File: src/rtl/nx_host_ctrl.sv
// nx_host_ctrl: host-side initiator for the Nexus control channel (command encode, reply decode, output reassembly).
// Optional read-reply timeout is compiled in when NX_HOST_CTRL_TIMEOUT_EN is defined.
package nx_host_pkg;
  localparam int TIMER_WIDTH      = 32;
  localparam int MAX_COLUMNS      = 8;
  localparam int OUT_BITS_PER_MSG = 128;
  localparam int INDEX_WIDTH      = 8;

  localparam logic [1:0] CMD_READ_PARAMS = 2'd0;
  localparam logic [1:0] CMD_READ_STATUS = 2'd1;
  localparam logic [1:0] CMD_TRIGGER     = 2'd2;
  localparam logic [1:0] CMD_SOFT_RESET  = 2'd3;

  localparam logic [2:0] FMT_PARAMS    = 3'd0;
  localparam logic [2:0] FMT_STATUS    = 3'd1;
  localparam logic [2:0] FMT_OUTPUTS   = 3'd2;
  localparam logic [2:0] FMT_FROM_MESH = 3'd3;

  typedef struct packed {
    logic [1:0]             command;
    logic [TIMER_WIDTH-1:0] cycles;
    logic                   active;
    logic [MAX_COLUMNS-1:0] col_mask;
    logic [4:0]             reserved;
  } control_request_t;

  typedef struct packed {
    logic [2:0]                  format;
    logic [INDEX_WIDTH-1:0]      index;
    logic [TIMER_WIDTH-1:0]      stamp;
    logic [OUT_BITS_PER_MSG-1:0] payload;
  } control_response_t;
endpackage

module nx_host_ctrl
  import nx_host_pkg::*;
#(
  parameter int COLUMNS = 3,
  parameter int OUTPUTS = 32,
  parameter int TIMEOUT = 1024
) (
  input  logic                         i_clk,
  input  logic                         i_rst_n,
  input  logic                         i_cmd_valid,
  output logic                         o_cmd_ready,
  input  logic [1:0]                   i_cmd_op,
  input  logic [TIMER_WIDTH-1:0]       i_cmd_cycles,
  input  logic                         i_cmd_active,
  input  logic [COLUMNS-1:0]           i_cmd_col_mask,
  output control_request_t             o_ctrl_in_data,
  output logic                         o_ctrl_in_valid,
  input  logic                         i_ctrl_in_ready,
  input  control_response_t            i_ctrl_out_data,
  input  logic                         i_ctrl_out_last,
  input  logic                         i_ctrl_out_valid,
  output logic                         o_ctrl_out_ready,
  output control_response_t            o_rsp_data,
  output logic                         o_rsp_valid,
  output logic [COLUMNS*OUTPUTS-1:0]   o_outputs,
  output logic [TIMER_WIDTH-1:0]       o_outputs_stamp,
  output logic                         o_outputs_valid,
  output logic                         o_busy,
  output logic                         o_timeout
);
  localparam int MESH_OUTPUTS = COLUMNS * OUTPUTS;
  localparam int NUM_SECTIONS = (MESH_OUTPUTS + OUT_BITS_PER_MSG - 1) / OUT_BITS_PER_MSG;
  localparam logic [INDEX_WIDTH-1:0] LAST_INDEX = INDEX_WIDTH'(NUM_SECTIONS - 1);

  typedef enum logic [1:0] {IDLE, SEND, WAIT} state_t;

  state_t            state_reg, state_next;
  control_request_t  req_reg;
  control_response_t rsp_data_reg;
  logic              ready_reg;
  logic              rsp_valid_reg, outputs_valid_reg;
  logic [MESH_OUTPUTS-1:0] outputs_reg;
  logic [TIMER_WIDTH-1:0]  stamp_reg;
  logic [NUM_SECTIONS*OUT_BITS_PER_MSG-1:0] merged;
  logic cmd_accept, rsp_fire, reply_match, timeout_hit;
  logic [2:0] wanted_format;

  assign cmd_accept    = i_cmd_valid && o_cmd_ready;
  assign rsp_fire      = i_ctrl_out_valid && ready_reg;
  assign wanted_format = (req_reg.command == CMD_READ_PARAMS) ? FMT_PARAMS : FMT_STATUS;
  assign reply_match   = (state_reg == WAIT) && rsp_fire && i_ctrl_out_last &&
                         (i_ctrl_out_data.format == wanted_format);

  always_ff @(posedge i_clk or negedge i_rst_n) begin
    if (!i_rst_n) state_reg <= IDLE;
    else          state_reg <= state_next;
  end

  // Commands with op[1] set (TRIGGER, SOFT_RESET) expect no reply.
  always_comb begin
    state_next      = state_reg;
    o_cmd_ready     = 1'b0;
    o_ctrl_in_valid = 1'b0;
    o_busy          = 1'b1;
    unique case (state_reg)
      IDLE: begin
        o_busy      = 1'b0;
        o_cmd_ready = ready_reg;
        if (cmd_accept) state_next = SEND;
      end
      SEND: begin
        o_ctrl_in_valid = 1'b1;
        if (i_ctrl_in_ready) state_next = req_reg.command[1] ? IDLE : WAIT;
      end
      WAIT: if (reply_match || timeout_hit) state_next = IDLE;
      default: state_next = IDLE;
    endcase
  end

  always_ff @(posedge i_clk or negedge i_rst_n) begin
    if (!i_rst_n) begin
      req_reg <= '0;
    end else if (cmd_accept) begin
      req_reg.command  <= i_cmd_op;
      req_reg.cycles   <= i_cmd_cycles;
      req_reg.active   <= i_cmd_active;
      req_reg.col_mask <= MAX_COLUMNS'(i_cmd_col_mask);
      req_reg.reserved <= '0;
    end
  end

  for (genvar gi = 0; gi < NUM_SECTIONS; gi++) begin : g_section
    logic [OUT_BITS_PER_MSG-1:0] section_reg;
    logic hit;
    assign hit = rsp_fire && (i_ctrl_out_data.format == FMT_OUTPUTS) &&
                 (i_ctrl_out_data.index == INDEX_WIDTH'(gi));
    // The final section is forwarded in the same cycle it is written.
    assign merged[gi*OUT_BITS_PER_MSG +: OUT_BITS_PER_MSG] = hit ? i_ctrl_out_data.payload : section_reg;
    always_ff @(posedge i_clk or negedge i_rst_n) begin
      if (!i_rst_n)  section_reg <= '0;
      else if (hit)  section_reg <= i_ctrl_out_data.payload;
    end
  end

  always_ff @(posedge i_clk or negedge i_rst_n) begin
    if (!i_rst_n) begin
      ready_reg         <= 1'b0;
      rsp_data_reg      <= '0;
      rsp_valid_reg     <= 1'b0;
      outputs_reg       <= '0;
      stamp_reg         <= '0;
      outputs_valid_reg <= 1'b0;
    end else begin
      ready_reg         <= 1'b1;
      rsp_valid_reg     <= 1'b0;
      outputs_valid_reg <= 1'b0;
      if (rsp_fire) begin
        case (i_ctrl_out_data.format)
          FMT_PARAMS, FMT_STATUS, FMT_FROM_MESH: begin
            rsp_data_reg  <= i_ctrl_out_data;
            rsp_valid_reg <= 1'b1;
          end
          FMT_OUTPUTS: if (i_ctrl_out_data.index == LAST_INDEX) begin
            outputs_reg       <= merged[MESH_OUTPUTS-1:0];
            stamp_reg         <= i_ctrl_out_data.stamp;
            outputs_valid_reg <= 1'b1;
          end
          default: ;
        endcase
      end
    end
  end

`ifdef NX_HOST_CTRL_TIMEOUT_EN
  localparam int CNT_W = $clog2(TIMEOUT + 1);
  logic [CNT_W-1:0] wait_cnt_reg;
  logic             timeout_reg;

  assign timeout_hit = (state_reg == WAIT) && !reply_match && (wait_cnt_reg == CNT_W'(TIMEOUT - 1));

  always_ff @(posedge i_clk or negedge i_rst_n) begin
    if (!i_rst_n) begin
      wait_cnt_reg <= '0;
      timeout_reg  <= 1'b0;
    end else begin
      wait_cnt_reg <= (state_reg == WAIT) ? wait_cnt_reg + 1'b1 : '0;
      if (timeout_hit)                    timeout_reg <= 1'b1;
      else if (cmd_accept && !i_cmd_op[1]) timeout_reg <= 1'b0;
    end
  end
  assign o_timeout = timeout_reg;
`else
  logic unused_timeout;
  assign unused_timeout = ^TIMEOUT;
  assign timeout_hit    = 1'b0;
  assign o_timeout      = 1'b0;
`endif

  logic unused_merged;
  assign unused_merged = ^merged;

  assign o_ctrl_in_data   = req_reg;
  assign o_ctrl_out_ready = ready_reg;
  assign o_rsp_data       = rsp_data_reg;
  assign o_rsp_valid      = rsp_valid_reg;
  assign o_outputs        = outputs_reg;
  assign o_outputs_stamp  = stamp_reg;
  assign o_outputs_valid  = outputs_valid_reg;
endmodule

File: config.mk
export PLATFORM = sky130hd
export DESIGN_NAME = nx_host_ctrl
export DESIGN_NICKNAME = d
export VERILOG_FILES = /design/src/rtl/nx_host_ctrl.sv
export SDC_FILE = /design/constraint.sdc
export NUM_CORES = 1
export LEC_CHECK = 0
export CAP_MARGIN = 40
export CELL_PAD_IN_SITES_DETAIL_PLACEMENT = 2
export CELL_PAD_IN_SITES_GLOBAL_PLACEMENT = 2
export CORE_MARGIN = 8
export CORE_UTILIZATION = 24
export DETAILED_ROUTE_END_ITERATION = 8
export PLACE_DENSITY = 0.76
export SYNTH_ARGS = -nofsm -noshare
export SYNTH_HDL_FRONTEND = slang
export SYNTH_SLANG_ARGS = --single-unit
export TNS_END_PERCENT = 30
File: constraint.sdc
create_clock -name i_clk -period 1.6 [get_ports i_clk]
set_input_delay 0.4 -clock i_clk [delete_from_list [all_inputs] [get_ports i_clk]]
set_output_delay 0.4 -clock i_clk [all_outputs]
set_load 0.005 [all_outputs]
# After elaboration in Yosys (flattened, before gate mapping)
# Index checks and enable logic that the tools add are counted.
dict set report totals {
  n_memories 0
  out_inout_bits 354
  latch_bits 0
  ramBits 0
  romBits 0
  register_bits 438
}
dict set report op_classes {
  shift 0
  n_eq_ne 9
  n_bitwise 0
  div_mod_pow 0
  mux 15
  reduce_logical 15
  add_sub_neg 0
  magnitude_cmp 0
  n_mul 0
}
# op count
set op_table {}
lappend op_table {{96-bit 2-to-1 mux} 1}
lappend op_table {{1-bit 2-to-1 mux} 9}
lappend op_table {{8-bit logical NOT} 1}
lappend op_table {{2-bit 2-to-1 mux} 4}
lappend op_table {{1-bit logical AND} 7}
lappend op_table {{3-bit by 2-bit equality test with 1-bit output (second input constant)} 2}
lappend op_table {{2-bit inequality test (second input constant)} 3}
lappend op_table {{2-bit case mux with 3 select lines} 1}
lappend op_table {{3-bit AND reduction} 2}
lappend op_table {{2-bit logical NOT} 2}
lappend op_table {{3-bit by 1-bit equality test with 1-bit output} 1}
lappend op_table {{3-bit by 1-bit equality test with 1-bit output (second input constant)} 1}
lappend op_table {{3-bit logical NOT} 1}
lappend op_table {{3-bit OR reduction} 1}
lappend op_table {{2-bit by 1-bit equality test with 1-bit output (second input constant)} 1}
lappend op_table {{2-bit equality test (second input constant)} 1}
lappend op_table {{2-bit AND reduction} 1}

# Logic depth before layout (Yosys ltp)
dict set report depth {
  word_depth 6
  mapped_depth 5
  depth_no_buf 3
}

# Worst setup path after synthesis
# OpenSTA, ideal clock, no wires.
dict set report synth_timing {
  path_kind {input to register}
  startpoint {input i_ctrl_out_data[170] (netlist bit)}
  endpoint {register rsp_data_reg (netlist bit o_rsp_data[100])}
  slack_ns -0.110
  required_ns 1.475
  t_arrival_ns 1.585
  stages 5
  path_cell_list {nand3b_1 > nor2_1 > buf_2 > buf_2 > mux2_2}
}
dict set report synth_between {
  elab_chain_len 3
}
# element line
set synth_lines {}
lappend synth_lines {{start, declared} 53} ;# input control_response_t i_ctrl_out_data,
lappend synth_lines {{3-bit by 1-bit equality test with 1-bit output, or another cell as far along} 152} ;# case (i_ctrl_out_data.format)
lappend synth_lines {{3-bit OR reduction *} 152}
lappend synth_lines {{2-bit AND reduction (no line) *} --}
lappend synth_lines {{end signal, assigned} 154} ;# rsp_data_reg <= i_ctrl_out_data;
lappend synth_lines {{end, declared} 73} ;# control_response_t rsp_data_reg;
# Every way passes the cells marked *; elsewhere a longest branch is shown, timed or not.
# A chain may end at the register's enable or synchronous reset.

# Worst setup path after layout
dict set report layout_timing {
  startpoint {register state_reg[1]}
  endpoint {output o_cmd_ready}
}
dict set report layout_between {
  elab_chain_len 2
}
# element line
set layout_lines {}
lappend layout_lines {{start, declared} 71} ;# state_t state_reg, state_next;
lappend layout_lines {{start signal, assigned} 90} ;# else state_reg <= state_next;
lappend layout_lines {{2-bit logical NOT} 99} ;# unique case (state_reg)
lappend layout_lines {{1-bit 2-to-1 mux} 99}
lappend layout_lines {{end, declared} 45} ;# output logic o_cmd_ready,
# No other way between the ends.

==> summary.log <==
qor: floorplan.floorplan.die.width 247 um
qor: clocking.cts-htree-levels 2
qor: drt.num_vias 9279
qor: clocking.cts_buffers 40
qor: setup_path.worstPathArrival 1.47 ns
qor: clocking.worst_setup_hold_path_clk_slew 0.06 ns
qor: logic_synthesis.synth_enable_flop_cells 0
qor: layout.final_layout_size_suffix_gt1_share 52.0%
qor: clocking.cts_tree built
qor: clocking.clk_root_buffer_cell sky130_fd_sc_hd__clkbuf_16
qor: global_routing.grt.overflow.total 0
qor: drt.avgRoutedWirePerCell 24.8 um
qor: drt.first_pass_iters 4
qor: setup_path.worst-path-max-fanout 3
qor: drt.drc 0
qor: floorplan.die_h 247 um
qor: job.maxcap_viol_count 0
qor: floorplan.ioPinCount 569
qor: drt.ant_nets 0
qor: setup_path.critical_path.startpoint_type register
qor: clocking.cts.sink_count 342
qor: layout.largest_register_ff_count 171
qor: logic_synthesis.post_synth_main_area_contributors sky130_fd_sc_hd__dfrtp_1 (67%), sky130_fd_sc_hd__mux2_2 (25%), sky130_fd_sc_hd__mux2_1 (4.7%), sky130_fd_sc_hd__buf_4 (1.2%), sky130_fd_sc_hd__buf_2 (0.82%)
qor: timing.final_min_period 1.87 ns
qor: clocking.clk_path_buf_depth 3
qor: clocking.clk-insertion-delay-late 0.55 ns
qor: power_and_ir_drop.worst_ir_drop_on_vdd 0.977 mV
qor: global_routing.globalRouteTotalUtil 15.8%
qor: logic_synthesis.synth_top_cell_by_area sky130_fd_sc_hd__dfrtp_1
qor: logic_synthesis.ys_warn_count 0
qor: floorplan.row_count 84
qor: logic_synthesis.synth_cell_type_count 25
qor: power_and_ir_drop.leak_pwr 10.3 nW
qor: placed_design.post-place-ws -0.823 ns
qor: drt.drt-total-wl 53500 um
qor: logic_synthesis.synthesis.area 12800 um2
qor: logic_synthesis.synth-seq-cells 342
qor: timing.clock_skew 0.0178 ns
qor: floorplan.initial_cell_density_of_the_core 24.3%
qor: hold_path.holdCritPathClass in2reg
qor: layout.fillerInstances 5117
qor: logic_synthesis.async_set_or_reset_register_ratio_after_synthesis 100%
qor: logic_synthesis.postSynthAreaPerCell 16.9 um2
qor: drt.route.detailed.vias_per_inst 4.29
qor: power_and_ir_drop.final_total_power 26.4 mW
qor: outcome.status finished with violations
qor: layout.fin_nets 1648
qor: outcome.failed_checks setup timing
qor: timing.final-hold-violation-count 0
qor: logic_synthesis.syn-instance-count 758
qor: timing.finalMaxSlewViolations 0
qor: placed_design.place.port_buffers 557
qor: placed_design.globalplace.congestion 0.767
qor: floorplan.fp.coreArea 52700 um2
qor: layout.area_growth_syn_to_layout 64.7%
qor: drt.drt_iter0_drc 181
qor: floorplan.dieArea 61000 um2
qor: timing.finalCritPeriodShare 117%
qor: logic_synthesis.synth.top_cells.by_count sky130_fd_sc_hd__dfrtp_1 (342), sky130_fd_sc_hd__mux2_2 (280), sky130_fd_sc_hd__mux2_1 (53)
qor: logic_synthesis.yosysSeqAreaShare 66.8%
qor: timing.final_setup_vio_count 167
qor: setup_path.setup.worst_path.class reg2out
qor: placed_design.place.detailed.hpwl 38400 um
qor: global_routing.grt_antenna_before_repair 9
qor: timing.grt_setup_unrepaired true
qor: power_and_ir_drop.pd_cells 1250 nW/um2
qor: logic_synthesis.post_synth_top_flop sky130_fd_sc_hd__dfrtp_1
qor: logic_synthesis.yosysMostFrequentCell sky130_fd_sc_hd__dfrtp_1
qor: timing.layout_setup_ws -0.268 ns
qor: setup_path.crit_required 1.20 ns
qor: setup_path.type_of_destination_of_the_critical_path primary output
qor: global_routing.number_of_global_route_vias_before_repair 10.9k
qor: timing.timing.fmax 535 MHz
qor: setup_path.r2r_slack -0.20 ns
qor: global_routing.grt_first_pass_wirelength 72700 um
qor: global_routing.grt_start_max_net_pins 59
qor: logic_synthesis.synth_top_area_share 66.8%
[cells by family after synthesis]
kind of cell,count (synthesis),share of synthesized area [%]
other,2,0.0586
AOI/OAI and AO/OA,8,0.410
muxes,333,29.3
buffers and inverters,53,2.40
DFF,342,66.8
and+or+nand+nor,20,1.02
[worst paths after layout]
check                                     start                  to  depth (start not counted)
max reg2reg                        state_reg[1]  o_ctrl_in_data[19]                          6
min                        i_ctrl_out_data[166]     o_rsp_data[166]                          3
max in group asynchronous               i_rst_n      o_rsp_data[23]                          4
max                                state_reg[1]         o_cmd_ready                          3
min in group asynchronous               i_rst_n     o_rsp_data[125]                          2
min reg2reg                       o_outputs[53]       o_outputs[53]                          1
[layer usage]
layer  share of wire [%]  up-vias  global-route usage (%)
li1                    -     4010                       -
met5               0.075        -                       0
met2                  53      398                    28.6
met4                 3.4        6                    6.70
met3                 9.0       93                    6.25
met1                  35     4772                    16.0
[through the flow]
step	hold WS, ns	TNS, ns	utilization [%]	area (um2)	std cells
finish	0.300	-17.09	40.0	21100	2161
global route	0.286	-30.06	40.0	21100	2158
CTS	0.272	-11.71	39.6	20800	2136
detailed placement	0.273	-200.11	37.6	19800	2029
global placement	0.271	-193.58	37.6	19800	2029
floorplan	0.104	-5.12	-	12900	768
[cell usage in the layout (no fill, tap or decap), types with 5 or more instances in the layout]
cell type,n
sky130_fd_sc_hd__buf_12,25
sky130_fd_sc_hd__buf_2,145
sky130_fd_sc_hd__buf_4,66
sky130_fd_sc_hd__buf_6,8
sky130_fd_sc_hd__clkbuf_1,12
sky130_fd_sc_hd__clkbuf_16,53
sky130_fd_sc_hd__clkbuf_2,85
sky130_fd_sc_hd__clkbuf_8,9
sky130_fd_sc_hd__clkdlybuf4s15_1,96
sky130_fd_sc_hd__clkdlybuf4s15_2,15
sky130_fd_sc_hd__clkdlybuf4s50_1,205
sky130_fd_sc_hd__clkinv_2,5
sky130_fd_sc_hd__conb_1,12
sky130_fd_sc_hd__dfrtp_1,342
sky130_fd_sc_hd__diode_2,9
sky130_fd_sc_hd__dlygate4sd2_1,7
sky130_fd_sc_hd__mux2_2,244
sky130_fd_sc_hd__mux2_4,85
[area by class of cell]
type	instances	area, um2	share of cell area (%)
clock inverter	11	163	0.771
sequential	342	8560	40.6
clock buffer	62	1190	5.67
timing repair buffer	672	5900	28.0
antenna	9	22.5	0.107
tap	688	861	4.08
inverter	4	15.0	0.0712
multi-input combinational	373	4370	20.7
[critical path: stages (launching register included)]
cell and delay (ns):
sky130_fd_sc_hd__dfrtp_1 0.44, sky130_fd_sc_hd__buf_6 0.15, sky130_fd_sc_hd__nor3b_4 0.19, sky130_fd_sc_hd__buf_2 0.16
[power by group]
| part | switching [mW] | total [mW] | internal (mW) |
|---|---|---|---|
| Sequential | 0.892 | 11.0 | 10.1 |
| Clock | 3.70 | 9.48 | 5.79 |
| Combinational | 2.31 | 5.93 | 3.62 |
[repair_timing]
item / CTS / global route
hold buffers: 1 / 0
setup buffers: 33 / 2
endpoints found under the hold margin: 87 / 0
endpoints found under the setup margin: 509 / 345
cloned: 0 / 14
pin swaps: 3 / 1
resized for setup: 974 / 233
Note: power is estimated with default switching activity, not from simulation.
